**src/rtl/pll_reset_sequencer_if.sv**
```systemverilog
// rtl/pll_reset_sequencer_if.sv - PLL lock input and staged reset outputs of the sequencer
interface pll_reset_sequencer_if;
   logic       pll_locked;
   logic       mem_rst_n;
   logic       cpu_rst_n;
   logic       vid_rst_n;
   logic       ready;
   logic [7:0] relock_count;

   modport master (
      input  pll_locked,
      output mem_rst_n,
      output cpu_rst_n,
      output vid_rst_n,
      output ready,
      output relock_count
   );

   modport slave (
      output pll_locked,
      input  mem_rst_n,
      input  cpu_rst_n,
      input  vid_rst_n,
      input  ready,
      input  relock_count
   );
endinterface

```
**src/rtl/pll_reset_sequencer.sv**
```systemverilog
// rtl/pll_reset_sequencer.sv - synchronises PLL lock, filters it, releases mem/cpu/vid resets in order
module pll_reset_sequencer #(
   parameter int LOCK_STABLE_CYCLES = 1024,
   parameter int STAGE_GAP          = 16,
   parameter int CNT_W              = 16
) (
   input  logic                  clock,
   input  logic                  reset_n,
   pll_reset_sequencer_if.master seq_if
);

   typedef enum logic [2:0] {
      S_WAIT_LOCK,
      S_STABLE,
      S_REL_MEM,
      S_REL_CPU,
      S_RUN
   } state_t;

   localparam logic [CNT_W-1:0] C_STABLE_LAST = CNT_W'(LOCK_STABLE_CYCLES - 1);
   localparam logic [CNT_W-1:0] C_GAP_LAST    = CNT_W'(STAGE_GAP - 1);

   logic             r_sync1;
   logic             r_locked_s;
   state_t           r_state;
   logic [CNT_W-1:0] r_cnt;
   logic             r_mem;
   logic             r_cpu;
   logic             r_vid;
   logic             r_ready;
   logic [7:0]       r_relock;

   state_t           w_state_nx;
   logic [CNT_W-1:0] w_cnt_nx;
   logic             w_mem_nx;
   logic             w_cpu_nx;
   logic             w_vid_nx;
   logic             w_ready_nx;
   logic [7:0]       w_relock_nx;

   // Two-flop synchroniser: the only place the raw lock signal is sampled.
   always_ff @(posedge clock or negedge reset_n) begin
      if (!reset_n) begin
         r_sync1    <= 1'b0;
         r_locked_s <= 1'b0;
      end else begin
         r_sync1    <= seq_if.pll_locked;
         r_locked_s <= r_sync1;
      end
   end

   always_ff @(posedge clock or negedge reset_n) begin
      if (!reset_n) begin
         r_state  <= S_WAIT_LOCK;
         r_cnt    <= '0;
         r_mem    <= 1'b0;
         r_cpu    <= 1'b0;
         r_vid    <= 1'b0;
         r_ready  <= 1'b0;
         r_relock <= 8'd0;
      end else begin
         r_state  <= w_state_nx;
         r_cnt    <= w_cnt_nx;
         r_mem    <= w_mem_nx;
         r_cpu    <= w_cpu_nx;
         r_vid    <= w_vid_nx;
         r_ready  <= w_ready_nx;
         r_relock <= w_relock_nx;
      end
   end

   always_comb begin
      w_state_nx  = r_state;
      w_cnt_nx    = r_cnt;
      w_mem_nx    = r_mem;
      w_cpu_nx    = r_cpu;
      w_vid_nx    = r_vid;
      w_ready_nx  = r_ready;
      w_relock_nx = r_relock;

      unique case (r_state)
         S_WAIT_LOCK: begin
            w_cnt_nx   = '0;
            w_mem_nx   = 1'b0;
            w_cpu_nx   = 1'b0;
            w_vid_nx   = 1'b0;
            w_ready_nx = 1'b0;
            if (r_locked_s) begin
               w_state_nx = S_STABLE;
               w_cnt_nx   = CNT_W'(1);
            end
         end
         S_STABLE: begin
            if (r_cnt == C_STABLE_LAST) begin
               w_state_nx = S_REL_MEM;
               w_cnt_nx   = '0;
               w_mem_nx   = 1'b1;
            end else begin
               w_cnt_nx = r_cnt + 1'b1;
            end
         end
         S_REL_MEM: begin
            w_cnt_nx = r_cnt + 1'b1;
            if (r_cnt == C_GAP_LAST) begin
               w_state_nx = S_REL_CPU;
               w_cnt_nx   = '0;
               w_cpu_nx   = 1'b1;
            end
         end
         S_REL_CPU: begin
            w_cnt_nx = r_cnt + 1'b1;
            if (r_cnt == C_GAP_LAST) begin
               w_state_nx = S_RUN;
               w_cnt_nx   = '0;
               w_vid_nx   = 1'b1;
               w_ready_nx = 1'b1;
            end
         end
         S_RUN: begin
            w_cnt_nx = '0;
         end
         default: begin
            w_state_nx = S_WAIT_LOCK;
            w_cnt_nx   = '0;
         end
      endcase

      // Lock loss overrides every state transition and drops all resets together.
      if (r_state != S_WAIT_LOCK && !r_locked_s) begin
         w_state_nx = S_WAIT_LOCK;
         w_cnt_nx   = '0;
         w_mem_nx   = 1'b0;
         w_cpu_nx   = 1'b0;
         w_vid_nx   = 1'b0;
         w_ready_nx = 1'b0;
         if (r_state == S_RUN && r_relock != 8'hFF) begin
            w_relock_nx = r_relock + 8'd1;
         end
      end
   end

   assign seq_if.mem_rst_n    = r_mem;
   assign seq_if.cpu_rst_n    = r_cpu;
   assign seq_if.vid_rst_n    = r_vid;
   assign seq_if.ready        = r_ready;
   assign seq_if.relock_count = r_relock;

endmodule

```
**src/flat_wrapper.sv**
```systemverilog
// flat-port wrapper written by rule: the top's interface ports become plain ports
module pll_reset_sequencer_flat 
#(
   parameter int LOCK_STABLE_CYCLES = 1024,
   parameter int STAGE_GAP          = 16,
   parameter int CNT_W              = 16
)
  (clock, reset_n, seq_if_pll_locked, seq_if_mem_rst_n, seq_if_cpu_rst_n, seq_if_vid_rst_n, seq_if_ready, seq_if_relock_count);
  pll_reset_sequencer_if seq_if_i ();
  input  logic clock;
  input  logic reset_n;
  input wire logic [$bits(seq_if_i.pll_locked)-1:0] seq_if_pll_locked;
  output wire logic [$bits(seq_if_i.mem_rst_n)-1:0] seq_if_mem_rst_n;
  output wire logic [$bits(seq_if_i.cpu_rst_n)-1:0] seq_if_cpu_rst_n;
  output wire logic [$bits(seq_if_i.vid_rst_n)-1:0] seq_if_vid_rst_n;
  output wire logic [$bits(seq_if_i.ready)-1:0] seq_if_ready;
  output wire logic [$bits(seq_if_i.relock_count)-1:0] seq_if_relock_count;
  assign seq_if_i.pll_locked = seq_if_pll_locked;
  assign seq_if_mem_rst_n = seq_if_i.mem_rst_n;
  assign seq_if_cpu_rst_n = seq_if_i.cpu_rst_n;
  assign seq_if_vid_rst_n = seq_if_i.vid_rst_n;
  assign seq_if_ready = seq_if_i.ready;
  assign seq_if_relock_count = seq_if_i.relock_count;
  pll_reset_sequencer #(.LOCK_STABLE_CYCLES(LOCK_STABLE_CYCLES), .STAGE_GAP(STAGE_GAP), .CNT_W(CNT_W)) u_core (.clock(clock), .reset_n(reset_n), .seq_if(seq_if_i));
endmodule
```
**config.mk**
```make
export PLATFORM = sky130hd
export DESIGN_NAME = pll_reset_sequencer_flat
export DESIGN_NICKNAME = d
export VERILOG_FILES = /design/src/rtl/pll_reset_sequencer_if.sv /design/src/rtl/pll_reset_sequencer.sv /design/src/flat_wrapper.sv
export SDC_FILE = /design/constraint.sdc
export NUM_CORES = 1
export LEC_CHECK = 0
export BUFFER_PORTS_ARGS = -buffer_cell sky130_fd_sc_hd__clkbuf_2
export CAP_MARGIN = 20
export CORE_ASPECT_RATIO = 0.75
export CORE_MARGIN = 1
export CORE_UTILIZATION = 31
export DETAILED_ROUTE_END_ITERATION = 12
export HOLD_SLACK_MARGIN = 0.15
export PLACE_DENSITY_LB_ADDON = 0.2
export SYNTH_ARGS = -nofsm -noshare
export SYNTH_HDL_FRONTEND = slang
export SYNTH_SLANG_ARGS = --single-unit
```
**constraint.sdc**
```tcl
create_clock -name clock -period 2.6 [get_ports clock]
set_input_delay 0.52 -clock clock [delete_from_list [all_inputs] [get_ports clock]]
set_output_delay 0.52 -clock clock [all_outputs]
set_load 0.05 [all_outputs]
```
==> results of run 1 <==
-- sequential cells by signal (all words and copies together), names as in the netlist --
name	count
u_core.r_cnt	16
u_core.r_locked_s	1
u_core.r_state	3
u_core.r_sync1	1
u_core.seq_if.cpu_rst_n	1
u_core.seq_if.mem_rst_n	1
u_core.seq_if.relock_count	8
u_core.seq_if.vid_rst_n	1
-- final cells by class --
class                   instances  area, sq um
clock inverters                 2        35.03
multi-input cells             111        726.9
inverters                       8        30.03
fillers                       497         3044
repair buffers                 20        115.1
clock buffers                   6        72.57
flip-flops and latches         32        800.8
well taps                      60        75.07
-- power by group --
group,leakage (nW),switching [mW],internal [mW]
combinational,0.307,0.0193,0.00774
sequential,0.438,0.00600,0.502
clock,0.0552,0.177,0.284
-- cell usage after synthesis (2+ instances only) --
cell type	number
buf_4	2
clkbuf_1	3
a22oi_1	2
nor4_1	5
xnor2_1	12
nand2_1	8
nand3_1	8
dfrtp_1	32
nor2_1	12
ha_1	2
o31ai_1	3
or4_4	3
nor3_1	7
a21oi_1	15
a31oi_1	2
inv_1	8
xor2_1	8
or3_1	3
nand2b_1	3
-- stage by stage --
step,area [sq um],setup WS [ps],utilization (%),power [mW]
after floorplan,1589,369.5,-,0.5290
after global placement,1748,391.7,35.67,0.5446
after detailed placement,1748,343.7,35.67,0.5459
after CTS,1856,325.1,37.87,1.016
after global routing,1856,227.3,37.87,1.044
final,1856,310.6,37.87,0.9969
-- worst min path at each step --
stage,slack [ps],to,cells past startpoint
floorplan,220,u_core.r_cnt[0],0
global placement,340,u_core.r_locked_s,0
detailed placement,350,u_core.r_locked_s,0
CTS,330,u_core.r_sync1,1
global route,330,u_core.r_sync1,1
finish,320,u_core.seq_if.cpu_rst_n,1
-- cells by family (layout without fill, tap and decap cells) --
group                    after synthesis  after routing  synth area share, %
XOR/XNOR                              20             20                11.02
multiplexers                           1              1               0.7086
AO/OA/AOI/OAI                         31             31                12.52
buffers and inverters                 14             36                3.858
adder cells (fa/ha/maj)                2              2                1.575
AND/OR/NAND/NOR                       57             57                19.92
flip-flops                            32             32                50.39
-- layer usage --
| metal | vias up | part of all wire, % | routed length (um) | GRT usage [%] |
|---|---|---|---|---|
| met5 | - | 0 | 0 | 0 |
| met4 | 0 | 0.98 | 32 | 5.085 |
| met3 | 5 | 4.6 | 149 | 3.876 |
| met2 | 35 | 42 | 1386 | 20.63 |
| met1 | 592 | 52 | 1694 | 19.35 |
| li1 | 605 | - | - | - |
==> metrics.cfg, run 1 <==
[die]
rows = 22
core_area_sq_um = 4900
initial_core_util_pct = 32.43
die_width_um = 84.67
io_pins = 15
die_area_sq_um = 5419
die-height_um = 64.01

[timing]
drv_slew = 0
clock_skew_ps = 5.158
period_share_pct = 88.05
setup_tns_ps = 0
rsz0062_at_grt = false
setup_viol = 0
holdWs_ps = 317.0
hold_viol_final = 0
fmax_mhz = 436.8
tightest_slew_ps = 797.1
post-route-min-period_ps = 2289
relSlewSlack_pct = 46.86

[worst_setup_path]
critPathSlowestCell = or4_4
crit_cells = 5
rr_endpoint = u_core.r_cnt[15]
endpoint = u_core.r_cnt[15]
slowest_delay_ps = 550
crit_chain = or4_4, or4_4, nand4b_1, buf_4, a22oi_1
r2r-start = u_core.r_cnt[11]
start_kind = register
reg2reg_slack_ps = 310
crit_type = reg2reg
r2r_cells = 5
cp-end-kind = register
critPathLaunch = u_core.r_cnt[11]
critPathArrivalTime_ps = 2420
crit_family = simple AND/OR/NAND/NOR gates
crit_top_cell = or4_4
required_ps = 2740
cp_num_buf_inv = 1
cp_max_fo = 9

[clocking]
cts-hold-fix-buffers = 0
cts_made_buffers = 5
cts_tree = done
clkTransAtPathRegs_ps = 70
ctsRootBufferMaster = clkbuf_8
cts_sinks = 32
cts_resized = 0
cts_buffer_depth = 2
h-tree-depth = 2
cts_setup_buffers = 0
clock_latency_ps = 280

[logic_synthesis]
avgSynthCellArea_sq_um = 10.12
async_flop_share_pct = 100.0
synth.top_cell.area_share_pct = 50.39
synth.top_cells.by_area = dfrtp_1 (50%), xnor2_1 (6.6%), a21oi_1 (4.7%), xor2_1 (4.4%), nor2_1 (2.8%)
ys_seq_area_share_pct = 50.39
yosys.area.top_type = dfrtp_1
syn-instance-count = 157
synth_cell_types = 38
ys_warn_count = 0
synth_seq_cells = 32
synth-edff-count = 0
synth.cell_area_sq_um = 1589
syn-num-nets = 162
synth_flop_cell = dfrtp_1

[detailed_routing]
wl_per_cell_um = 13.65
drtIter0Drc = 38
remaining_drc_errors = 0
postRouteAntennaNets = 0
vias_per_cell = 5.176
first_pass_iters = 4
wl_um = 3262
vias = 1237

[final_layout]
final_common_cell = dfrtp_1
final_cell_mix = dfrtp_1 (32), a21oi_1 (15), clkbuf_2 (14)
nets = 183
stdcell_count = 239
layout-drive-gt1-share_pct = 20.67
n_antenna_cell = 0
synthToLayoutAreaGrowth_pct = 16.77

[power_and_ir_drop]
p_leak_nw = 0.8007
peakVddDrop_mv = 0.1789
powerDensity_nw_per_um2 = 537.3

[placed_design]
dpl.hpwl_um = 2396
portBuffers = 14
globalplace.congestion = 0.7628
placedCellCount = 231

[global_routing]
grt_pass1_wl_um = 5865
track_usage_pct = 13.91
grt_pass1_vias = 1229
antenna_found_initial = 0
grt_max_degree = 33
grt_overflow = 0

[job]
drv_cap = 0

[outcome]
outcome = finished clean

[worst_hold_path]
hp-class = in2async

Power figures use the tool's default switching activity.
==> run 2, diff against run 1 <==
--- a/config.mk
+++ b/config.mk
@@ -9,7 +9,7 @@
 export CAP_MARGIN = 20
 export CORE_ASPECT_RATIO = 0.75
 export CORE_MARGIN = 1
-export CORE_UTILIZATION = 31
+export CORE_UTILIZATION = 57
 export DETAILED_ROUTE_END_ITERATION = 12
 export HOLD_SLACK_MARGIN = 0.15
 export PLACE_DENSITY_LB_ADDON = 0.2
==> metrics.cfg, run 2 (synthesis results as in run 1) <==
[outcome]
outcome = finished clean

[placed_design]
globalplace.congestion = 0.9000  ; +18%
dpl.hpwl_um = 2067  ; -14%
portBuffers = 14  ; unchanged

[clocking]
cts_sinks = 32  ; unchanged
cts-hold-fix-buffers = 0  ; unchanged
clkTransAtPathRegs_ps = 70  ; about the same
clock_latency_ps = 290  ; about the same
cts_setup_buffers = 0  ; unchanged
cts_made_buffers = 5  ; unchanged
h-tree-depth = 2  ; unchanged
cts_tree = done
ctsRootBufferMaster = clkbuf_8
cts_buffer_depth = 2  ; unchanged
cts_resized = 0  ; unchanged

[worst_setup_path]
r2r-start = u_core.r_cnt[14]
crit_type = reg2reg
crit_top_cell = or4_4
r2r_cells = 4  ; -1
rr_endpoint = u_core.r_state[2]
required_ps = 2810  ; +70 ps
reg2reg_slack_ps = 490  ; +180 ps
start_kind = register
crit_chain = or4_4, or4_4, or3_1, a21boi_1
critPathArrivalTime_ps = 2320  ; -100 ps
cp_max_fo = 4  ; -5
endpoint = u_core.r_state[2]
critPathSlowestCell = or4_4
critPathLaunch = u_core.r_cnt[14]
cp-end-kind = register
slowest_delay_ps = 560  ; about the same

[timing]
fmax_mhz = 474.2  ; +8.6%
post-route-min-period_ps = 2109  ; -180.5 ps
period_share_pct = 81.11  ; -6.9 points
hold_viol_final = 0  ; unchanged
rsz0062_at_grt = false
relSlewSlack_pct = 47.60  ; +0.74 points
setup_viol = 0  ; unchanged
clock_skew_ps = 3.712  ; -1.446 ps
tightest_slew_ps = 786.0  ; -11.11 ps
setup_tns_ps = 0  ; unchanged
drv_slew = 0  ; unchanged
holdWs_ps = 305.5  ; -11.50 ps

[detailed_routing]
postRouteAntennaNets = 0  ; unchanged
wl_per_cell_um = 14.38  ; +5.4%
drtIter0Drc = 102  ; +170%
wl_um = 3049  ; -6.5%
remaining_drc_errors = 0  ; unchanged
vias_per_cell = 5.741  ; +11%
vias = 1217  ; -1.6%
first_pass_iters = 4  ; unchanged

[die]
core_area_sq_um = 2623  ; -46%
die_width_um = 62.97  ; -26%
rows = 16  ; -27%
io_pins = 15  ; unchanged
initial_core_util_pct = 60.59  ; +28 points
die_area_sq_um = 3005  ; -45%
die-height_um = 47.73  ; -25%

[worst_hold_path]
hp-class = in2async

[global_routing]
antenna_found_initial = 0  ; unchanged
grt_pass1_vias = 1007  ; -18%
grt_max_degree = 33  ; unchanged
track_usage_pct = 23.50  ; +9.6 points
grt_pass1_wl_um = 4892  ; -17%
grt_overflow = 0  ; unchanged

[final_layout]
nets = 180  ; -1.6%
top_register = u_core.r_cnt
largest_reg_flops = 16  ; unchanged
nFillCells = 203  ; -59%
synthToLayoutAreaGrowth_pct = 12.52
finish.utilization_pct = 68.18  ; +30 points
final_common_cell = dfrtp_1
layout-drive-gt1-share_pct = 19.89  ; -0.78 points
n_antenna_cell = 0  ; unchanged
final_cell_mix = dfrtp_1 (32), a21oi_1 (15), clkbuf_2 (14)

[power_and_ir_drop]
p_leak_nw = 0.7827  ; -2.2%
peakVddDrop_mv = 0.3316  ; +85%
powerDensity_nw_per_um2 = 518.1  ; -3.6%

[job]
drv_cap = 0  ; unchanged

run 2: cell types whose count changed in the layout (fill, tap and decap cells not counted), sizes merged:
cell,change
buf,-3
bufinv,-1
clkinv,+1
run 2: worst min-delay path by stage:
stage	to	slack, ps	cells past startpoint
floorplan	u_core.r_cnt[0]	220	0
global placement	u_core.r_locked_s	330	0
detailed placement	u_core.r_locked_s	350	0
CTS	u_core.seq_if.mem_rst_n	320	1
global route	u_core.r_sync1	320	1
finish	u_core.seq_if.mem_rst_n	310	1
run 2: layer usage:
metal / wire [um] / up-vias / track usage (%)
met5: 0 / - / 0
li1: - / 598 / -
met4: 38 / 0 / 12.09
met3: 200 / 6 / 10.95
met1: 1484 / 574 / 32.20
met2: 1326 / 39 / 31.18
run 2: cell type report:
class / instances / area (sq um) / share of cell area [%]
sequential: 32 / 800.8 / 44.79
timing repair buffer: 17 / 92.59 / 5.178
multi-input combinational: 111 / 726.9 / 40.66
clock buffer: 6 / 82.58 / 4.619
clock inverter: 2 / 10.01 / 0.5598
inverter: 8 / 30.03 / 1.680
tap: 36 / 45.04 / 2.519
run 2: power breakdown:
part / internal, mW / switching (mW)
logic: 0.00788 / 0.0198
registers: 0.502 / 0.00561
clock network: 0.211 / 0.180
run 2: critical path: cells and delay by family, from the launching register on:
family | cells | cell delay [ps]
compound gates | 1 | 150
flops | 1 | 400
simple gates | 3 | 1470
run 2: metrics by stage:
stage / setup WS [ps] / std cells / instance area [sq um] / power [mW]
2_1_floorplan: 369.5 / 157 / 1589 / 0.5290
3_3_place_gp: 563.4 / 204 / 1695 / 0.5438
3_5_place_dp: 504.4 / 204 / 1695 / 0.5452
4_1_cts: 485.1 / 212 / 1788 / 0.9425
5_1_grt: 388.8 / 212 / 1788 / 0.9673
6_report: 491.1 / 212 / 1788 / 0.9264
==> run 3, diff against run 2 <==
--- a/config.mk
+++ b/config.mk
@@ -9,7 +9,7 @@
 export CAP_MARGIN = 20
 export CORE_ASPECT_RATIO = 0.75
 export CORE_MARGIN = 1
-export CORE_UTILIZATION = 57
+export CORE_UTILIZATION = 52
 export DETAILED_ROUTE_END_ITERATION = 12
 export HOLD_SLACK_MARGIN = 0.15
 export PLACE_DENSITY_LB_ADDON = 0.2
==> constraint.sdc (replaced) <==
create_clock -name clock -period 1.8 [get_ports clock]
set_input_delay 0.36 -clock clock [delete_from_list [all_inputs] [get_ports clock]]
set_output_delay 0.36 -clock clock [all_outputs]
set_load 0.05 [all_outputs]
==> metrics.cfg, run 3 (synthesis results as in run 1) <==
[outcome]
outcome = complete, but fails checks
failed_checks = setup timing

[placed_design]
dpl_cell_area_sq_um = 1929  ; +14%
placedCellCount = 229  ; +12%
globalplace.congestion = 0.8661  ; -3.8%
pre_cts_ws_ps = -229.3  ; -733.7 ps
portBuffers = 14  ; unchanged
dpl.hpwl_um = 2474  ; +20%

[clocking]
cts_buffer_depth = 2  ; unchanged
cts_sinks = 32  ; unchanged
cts_tree = done
cts_made_buffers = 5  ; unchanged
ctsRootBufferMaster = clkbuf_8
clkTransAtPathRegs_ps = 60  ; about the same
h-tree-depth = 2  ; unchanged
clock_latency_ps = 280  ; about the same

[worst_hold_path]
hp-class = in2reg
hold_end = u_core.r_sync1
hold_depth = 1
hold_start = seq_if_pll_locked

[final_layout]
nFillCells = 208  ; +2.5%
top_register = u_core.r_cnt
multi_input_area_sq_um = 770.7  ; +6.0%
regArea_sq_um = 803.3  ; +0.31%
nets = 209  ; +16%
n_antenna_cell = 0  ; unchanged
finish.utilization_pct = 75.09  ; +6.9 points
fin_area_sq_um = 2059  ; +15%
final_common_cell = dfrtp_1
synthToLayoutAreaGrowth_pct = 29.61
largest_reg_flops = 16  ; unchanged
layout-drive-gt1-share_pct = 33.00  ; +13 points
stdcell_count = 239  ; +13%
final_cell_mix = dfrtp_1 (30), buf_4 (29), a21oi_1 (15)

[die]
core_area_sq_um = 2743  ; +4.6%
die_width_um = 65.83  ; +4.6%
initial_core_util_pct = 57.94  ; -2.7 points
die-height_um = 49.88  ; +4.5%
die_area_sq_um = 3283  ; +9.3%
rows = 16  ; unchanged
io_pins = 15  ; unchanged

[global_routing]
grt_max_degree = 33  ; unchanged
grt_pass1_wl_um = 6230  ; +27%
grt_overflow = 0  ; unchanged
track_usage_pct = 25.85  ; +2.4 points
grt_pass1_vias = 1356  ; +35%
antenna_found_initial = 0  ; unchanged

[timing]
setup_viol = 20  ; +20
post-route-min-period_ps = 2018  ; -90.36 ps
fmax_mhz = 495.4  ; +4.5%
hold_viol_final = 0  ; unchanged
finalWorstSetupSlack_ps = -218.5  ; -709.6 ps
clock_skew_ps = 2.249  ; -1.463 ps
period_share_pct = 112.1  ; +31 points
tightest_slew_ps = 399.4  ; -386.6 ps
holdWs_ps = 186.1  ; -119.4 ps
drv_slew = 0  ; unchanged
relSlewSlack_pct = 73.37  ; +26 points
rsz0062_at_grt = true

[worst_setup_path]
crit_type = reg2reg
r2r-start = u_core.r_cnt[14]
required_ps = 1940  ; -870 ps
critPathSlowestCell = or4_4
cp-end-kind = register
crit_chain = or4_4, buf_4, or3_4, o21ai_2, buf_12, a22oi_1
cp_max_fo = 15  ; +11
rr_endpoint = u_core.r_cnt[15]
slowest_delay_ps = 550  ; about the same
r2r_cells = 6  ; +2
crit_family = simple AND/OR/NAND/NOR gates
cp_num_buf_inv = 2  ; +2
critPathArrivalTime_ps = 2160  ; -160 ps
critPathLaunch = u_core.r_cnt[14]
start_kind = register
reg2reg_slack_ps = -220  ; -710 ps

[detailed_routing]
postRouteAntennaNets = 0  ; unchanged
wl_met3_um = 175  ; -13%
drtIter0Drc = 70  ; -31%
wl_um = 3538  ; +16%
maxUsedRoutingLayer = met4
wl_met1_um = 1655  ; +12%
vias_per_cell = 5.561  ; -3.1%
route.met2.wl_um = 1674  ; +26%
first_pass_iters = 4  ; unchanged
wl_per_cell_um = 14.80  ; +2.9%
remaining_drc_errors = 0  ; unchanged
vias = 1329  ; +9.2%

[power_and_ir_drop]
p_leak_nw = 0.9298  ; +19%
powerDensity_nw_per_um2 = 618.9  ; +19%
peakVddDrop_mv = 0.6112  ; +84%

[job]
drv_cap = 0  ; unchanged

[run 3: cell count changes in the layout (fill, tap and decap cells not counted), moves of 2 or more]
cell,delta
clkinv_2,-2
dfrtp_1,-2
buf_12,+2
buf_4,+26
dfrtp_2,+2
or3_4,+2
[run 3: worst max-delay path by stage]
stage | end | slack, ps | cells after the start
5_1_grt | u_core.r_cnt[15] | -290 | 6
3_5_place_dp | u_core.r_state[2] | -230 | 4
2_1_floorplan | u_core.r_cnt[13] | -180 | 5
3_3_place_gp | u_core.r_cnt[15] | -160 | 5
6_report | u_core.r_cnt[15] | -220 | 6
4_1_cts | u_core.r_state[2] | -230 | 4
[run 3: where the power goes]
part           switching, mW  internal, mW
combinational         0.0341        0.0213
clock                  0.231         0.257
sequential           0.00550         0.726
[run 3: metrics by stage]
stage | power, mW | setup TNS, ps
CTS | 1.288 | -3290
floorplan | 0.7651 | -2371
global placement | 0.7957 | -2635
finish | 1.275 | -3530
global route | 1.325 | -4822
detailed placement | 0.7975 | -3270
[run 3: layout make-up]
| class | count | share of cell area [%] |
|---|---|---|
| Multi-Input combinational cell | 111 | 37.42 |
| Clock buffer | 6 | 3.524 |
| Sequential cell | 32 | 39.00 |
| Tap cell | 36 | 2.187 |
| Timing Repair Buffer | 46 | 16.40 |
| Inverter | 8 | 1.458 |
[run 3: repair_timing]
action,4_1_cts,5_1_grt
pin swaps,6,3
hold buffers,1,0
setup endpoints to repair,20,22
buffers inserted,2,1
gates resized for setup,4,2
hold endpoints to repair,32,0
[run 3: metal layers]
| metal | vias up | track usage [%] |
|---|---|---|
| li1 | 650 | - |
| met1 | 634 | 36.28 |
| met2 | 40 | 38.61 |
| met3 | 5 | 7.176 |
| met4 | 0 | 7.971 |
| met5 | - | 0 |
